[src/rtl/mdu_iter.sv]
// mdu_iter: iterative RV32M multiply/divide unit.
// One radix-2 step per cycle on a shared hi/lo register pair: shift-add for
// multiplies (LSB first), restoring division for divides (MSB first).
// Divide-by-zero and signed overflow complete at accept without iterating.
module mdu_iter #(
   parameter int XLEN = 32
) (
   input  logic            i_clk,
   input  logic            i_reset,
   input  logic            i_flush,
   input  logic            i_valid,
   output logic            o_ready,
   input  logic [2:0]      i_md_op,
   input  logic [XLEN-1:0] i_operand_a,
   input  logic [XLEN-1:0] i_operand_b,
   output logic            o_valid,
   output logic [XLEN-1:0] o_md_data,
   output logic            o_busy
);

   localparam int CW = $clog2(XLEN);
   localparam logic [CW-1:0]   LAST = CW'(XLEN - 1);
   localparam logic [XLEN-1:0] SMIN = {1'b1, {(XLEN-1){1'b0}}};

   typedef enum logic [1:0] {IDLE, CALC, DONE} state_t;

   state_t          state, state_d;
   logic [CW-1:0]   cnt;
   logic [2:0]      op_q;
   logic            neg_a_q, neg_b_q;
   // hi: product high half / partial remainder; lo: multiplier / dividend->quotient
   logic [XLEN-1:0] hi, lo, opd;

   logic            is_div, a_sgn, b_sgn, neg_a_in, neg_b_in;
   logic [XLEN-1:0] mag_a, mag_b, fast_res;
   logic            div_zero, div_ovf, fast, accept;

   logic [XLEN:0]   mul_sum;
   logic [XLEN-1:0] div_low, div_diff;
   logic            div_borrow, qbit;
   logic [XLEN-1:0] hi_n, lo_n;
   logic [2*XLEN-1:0] prod_s;
   logic [XLEN-1:0] quo, rem, result;

   function automatic logic [XLEN-1:0] neg_x(input logic [XLEN-1:0] v, input logic n);
      return n ? (~v + XLEN'(1)) : v;
   endfunction

   function automatic logic [2*XLEN-1:0] neg_2x(input logic [2*XLEN-1:0] v, input logic n);
      return n ? (~v + (2*XLEN)'(1)) : v;
   endfunction

   // Operand decode: which operands are signed, their magnitudes, early-exit cases
   assign is_div   = i_md_op[2];
   assign a_sgn    = is_div ? ~i_md_op[0] : (i_md_op[1:0] != 2'b11);
   assign b_sgn    = is_div ? ~i_md_op[0] : ~i_md_op[1];
   assign neg_a_in = a_sgn & i_operand_a[XLEN-1];
   assign neg_b_in = b_sgn & i_operand_b[XLEN-1];
   assign mag_a    = neg_x(i_operand_a, neg_a_in);
   assign mag_b    = neg_x(i_operand_b, neg_b_in);
   assign div_zero = is_div & (i_operand_b == '0);
   assign div_ovf  = is_div & ~i_md_op[0] & (i_operand_a == SMIN) & (i_operand_b == '1);
   assign fast     = div_zero | div_ovf;
   assign fast_res = div_zero ? (i_md_op[1] ? i_operand_a : '1)
                              : (i_md_op[1] ? '0 : i_operand_a);
   assign accept   = (state == IDLE) & i_valid & ~i_flush;

   // One radix-2 step of the shared datapath
   always_comb begin
      hi_n    = hi;
      lo_n    = lo;
      mul_sum = {1'b0, hi} + (lo[0] ? {1'b0, opd} : '0);
      div_low = {hi[XLEN-2:0], lo[XLEN-1]};
      {div_borrow, div_diff} = {1'b0, div_low} - {1'b0, opd};
      // a set top bit of the old remainder means the shifted value exceeds any divisor
      qbit    = hi[XLEN-1] | ~div_borrow;
      if (op_q[2]) begin
         hi_n = qbit ? div_diff : div_low;
         lo_n = {lo[XLEN-2:0], qbit};
      end else begin
         hi_n = mul_sum[XLEN:1];
         lo_n = {mul_sum[0], lo[XLEN-1:1]};
      end
   end

   // Final sign correction and result selection from the last step's values
   always_comb begin
      prod_s = neg_2x({hi_n, lo_n}, neg_a_q ^ neg_b_q);
      quo    = neg_x(lo_n, neg_a_q ^ neg_b_q);
      rem    = neg_x(hi_n, neg_a_q);
      if (op_q[2])
         result = op_q[1] ? rem : quo;
      else
         result = (op_q[1:0] == 2'b00) ? prod_s[XLEN-1:0] : prod_s[2*XLEN-1:XLEN];
   end

   // Next-state and handshake outputs
   always_comb begin
      state_d = state;
      o_ready = 1'b0;
      o_busy  = 1'b0;
      o_valid = 1'b0;
      case (state)
         IDLE: begin
            o_ready = ~i_reset;
            if (accept) state_d = fast ? DONE : CALC;
         end
         CALC: begin
            o_busy = 1'b1;
            if (i_flush)          state_d = IDLE;
            else if (cnt == LAST) state_d = DONE;
         end
         DONE: begin
            o_busy  = 1'b1;
            o_valid = ~i_flush;
            state_d = IDLE;
         end
         default: state_d = IDLE;
      endcase
   end

   // Control state, iteration counter and registered result
   always_ff @(posedge i_clk or posedge i_reset) begin
      if (i_reset) begin
         state     <= IDLE;
         cnt       <= '0;
         o_md_data <= '0;
      end else begin
         state <= state_d;
         if (state == CALC && !i_flush && cnt != LAST) cnt <= cnt + CW'(1);
         else                                          cnt <= '0;
         if (accept && fast)
            o_md_data <= fast_res;
         else if (state == CALC && !i_flush && cnt == LAST)
            o_md_data <= result;
      end
   end

   // Datapath registers: load magnitudes at accept, step during CALC
   always_ff @(posedge i_clk) begin
      if (accept) begin
         op_q    <= i_md_op;
         neg_a_q <= neg_a_in;
         neg_b_q <= neg_b_in;
         hi      <= '0;
         lo      <= is_div ? mag_a : mag_b;
         opd     <= is_div ? mag_b : mag_a;
      end else if (state == CALC) begin
         hi <= hi_n;
         lo <= lo_n;
      end
   end

endmodule

[config.mk]
export PLATFORM = sky130hd
export DESIGN_NAME = mdu_iter
export DESIGN_NICKNAME = d
export VERILOG_FILES = /design/src/rtl/mdu_iter.sv
export SDC_FILE = /design/constraint.sdc
export NUM_CORES = 1
export LEC_CHECK = 0
export ABC_CLOCK_PERIOD_IN_PS = 8650
export BUFFER_PORTS_ARGS = -buffer_cell sky130_fd_sc_hd__buf_2
export CAP_MARGIN = 20
export CORE_MARGIN = 1.5
export CORE_UTILIZATION = 50
export CTS_CLUSTER_DIAMETER = 50
export DETAILED_ROUTE_END_ITERATION = 10
export PLACE_DENSITY = 0.69
export SYNTH_ARGS = -nofsm -noshare
export SYNTH_HDL_FRONTEND = slang
export SYNTH_SLANG_ARGS = --single-unit
[constraint.sdc]
create_clock -name i_clk -period 8.65 [get_ports i_clk]
set_input_delay 0.865 -clock i_clk [delete_from_list [all_inputs] [get_ports i_clk]]
set_output_delay 0.865 -clock i_clk [all_outputs]
set_load 0.01 [all_outputs]
==> run_results.csv <==
group,metric,value,unit
routing,wl_per_cell,24.2,um
pwr,p_sw,2.63,mW
yosys,synthTopCellsByArea,"edfxtp_1 (13%), mux2i_1 (7.1%), a21oi_1 (7.0%)",
timing,fin_tns_setup,0,ps
clocking,post_cts_buffers,0,
pwr,p_seq_share,21.2,%
yosys,synth_top_area_share,13.3,%
routing,num_vias,16400,
placed_design,place_hpwl,46400,um
yosys,ys_warn_count,0,
yosys,synth_top_family_by_area,"compound AO/OA/AOI/OAI gates",
finish,nets,2206,
pwr,swShare,52.1,%
yosys,synthMuxAreaShare,7.34,%
worst_setup_path,cp-start-kind,"flop",
yosys,async_flop_share,27.9,%
pwr,power.leakage,6.98,nW
worst_setup_path,critPathKind,"flop to flop",
grt,grt_pass1_wl,91300,um
timing,period_share,66.0,%
placed_design,place_area,16400,um2
routing,drt_iter0_markers,1996,
clocking,clk_latency,460,ps
flow_run,drv_cap,0,
floorplan,ios,106,
grt,gr-usage-all-layers,36.4,%
pwr,ir_drop,177,uV
yosys,synth-compound-area-share,25.8,%
timing,rsz0062_at_grt,"no",
yosys,synth.distinct_cells,100,
worst_setup_path,cp_max_fo,33,
run_status,status,"complete, no violations",
yosys,ys_seq_area_share,23.6,%
pwr,internal_power,2.42,mW
grt,grt_overflow,0,
routing,final_antenna_net_count,0,
floorplan,die-width,180,um
yosys,synth_flop_cell,"edfxtp_1",
grt,grt_max_degree,84,
yosys,yosysMostFrequentCell,"a21oi_1",
clocking,cts_hold_buf,0,
yosys,avgSynthCellArea,7.76,um2
clocking,clock-sinks,140,
yosys,synth_area,15600,um2
timing,slew-limit-headroom,25.9,%
grt,antenna_found_initial,1,
routing,wl,59800,um
yosys,synth-simple-area-share,21.2,%
pwr,power_density,296,nW/um2
clocking,cts_tree,"built",
yosys,yosys_register_bits,140,
floorplan,die_h,180,um
finish,design_area,17000,um2
yosys,syn_nets,2162,
finish,final_core_util,55.5,%
timing,clock_skew,11.6,ps
finish,layout-drive-gt1-share,10.5,%
timing,fin_hold_ws,457,ps
floorplan,die_area,32300,um2
pwr,p_total,5.05,mW
timing,tightest_slew,1110,ps
worst_setup_path,crit_path_end_kind,"flop",
yosys,synthTopCellsByCount,"a21oi_1 (218), nand2_1 (189), nor2_1 (188)",
placed_design,portBuffers,105,
yosys,synth_fa_ha_area_share,7.08,%
yosys,synth_xor_area_share,10.2,%
clocking,root_buffer,"clkbuf_16",
grt,grt_pass1_vias,15000,
clocking,cts_made_buffers,17,
routing,viasPerCell,6.62,
floorplan,initial_core_util,51.0,%
timing,period_needed,5710,ps
pwr,combPwrFrac,63.8,%
yosys,synth_cells,2015,
placed_design,gp_congestion,1.04,
clocking,htreeDepth,4,
floorplan,design.core.area,30700,um2
finish,syn2layout_area_growth,8.92,%
pwr,clockPowerShare,15.1,%
worst_setup_path,crit_arrival,6050,ps
clocking,clock_path_buffers,2,
finish,fillers,2924,
clocking,path_clk_slew,70,ps
yosys,yosysTopAreaCell,"edfxtp_1",
clocking,cts_resized,0,
yosys,synth-edff-count,69,
routing,first_pass_iters,8,
worst_setup_path,critPathRequiredTime,8990,ps
worst_hold_path,hp-class,"flop to flop",
timing,setup_viol,0,
routing,drc,0,
timing,slew_viol_final,0,
floorplan,placementRows,64,
timing,fmax,0.175,GHz
timing,report.final.hold_viol_count,0,
==> critical path, cell delays in order, from the launching register on <==
cell and delay (ps):
edfxtp_1 800, and2_1 320, ha_1 220, fa_1 410, a21o_1 200, a221oi_2 420
o21a_1 260, o221ai_2 240, a31oi_1 230, o21ai_0 160, xor2_1 180, o21ai_0 720
nand4_1 440, nor4_1 560, nand4_1 150, o31a_1 130, o211a_1 120
==> cell usage in the layout, fill, tap and decap left out, types with 15 or more instances in the layout <==
cell type,n
edfxtp_1,69
xnor2_1,111
a31oi_1,33
a21oi_1,218
clkbuf_16,17
a211oi_1,23
nor2_1,187
ha_1,74
nand4_1,28
dfrtp_1,39
o31ai_1,33
nor4_1,16
nand2_1,189
dfxtp_1,32
and2_1,48
nor3_1,51
buf_2,105
a21o_1,19
o21a_1,15
o21ai_0,129
and3_1,19
buf_4,28
xor2_1,69
o211ai_1,20
mux2i_1,111
nand3_1,40
inv_1,78
==> final timing paths <==
kind | end | slack [ps] | from | cells past startpoint
max in group asynchronous | o_md_data[17]$_DFFE_PP0P_ | 7640 | i_reset | 3
setup / recovery | o_md_data[31]$_DFFE_PP0P_ | 2940 | lo[0]$_DFFE_PP_ | 16
min in group asynchronous | state[1]$_DFFE_PP0P_ | 540 | i_reset | 3
hold / removal | cnt[0]$_DFF_PP0_ | 460 | cnt[0]$_DFF_PP0_ | 1
hold reg to reg | cnt[0]$_DFF_PP0_ | 460 | cnt[0]$_DFF_PP0_ | 1
setup reg to reg | o_md_data[31]$_DFFE_PP0P_ | 2940 | lo[0]$_DFFE_PP_ | 16
==> area by class of cell <==
cell class              instances  area (um2)  area share, %
diodes                          3        7.51         0.0441
repair buffers                133         736           4.32
clock buffers                  17         425           2.50
flip-flops and latches        140        3690           21.7
inverters                      81         304           1.79
well taps                     396         495           2.91
clock inverters                15         154          0.904
multi-input cells            1686       11200           65.9
==> cells by family after synthesis <==
kind of cell,count (synthesis)
mux,114
fa+ha+maj,90
xor+xnor,182
compound gates,631
buf+inv,189
simple gates,669
flops,140
==> power groups by stage <==
stage,Clock [mW],Combinational (mW),Sequential [mW]
floorplan,0,2.27,1.00
global placement,0,3.05,1.07
detailed placement,0,3.09,1.07
CTS,0.763,3.12,1.06
global route,0.792,3.44,1.09
finish,0.761,3.22,1.07
==> per-stage QoR <==
step,setup slack (ps),cells
final,2940,2471
after global routing,2580,2468
after CTS,3050,2468
after detailed placement,3130,2436
after global placement,3240,2434
after floorplan,4390,2015
==> layer usage <==
layer	GRT usage (%)	up-vias	routed length [um]
met3	6.40	164	5370
li1	-	7514	-
met2	56.9	933	26400
met4	19.5	2	3410
met1	47.7	7750	24600
met5	0	-	8
==> sequential cells by signal (all words and copies together), names as in the netlist <==
register and cells:
hi 32, o_md_data 32, state 2, cnt 5, neg_a_q 1, lo 32, op_q 3, opd 32
neg_b_q 1
Power figures use the tool's default switching activity.
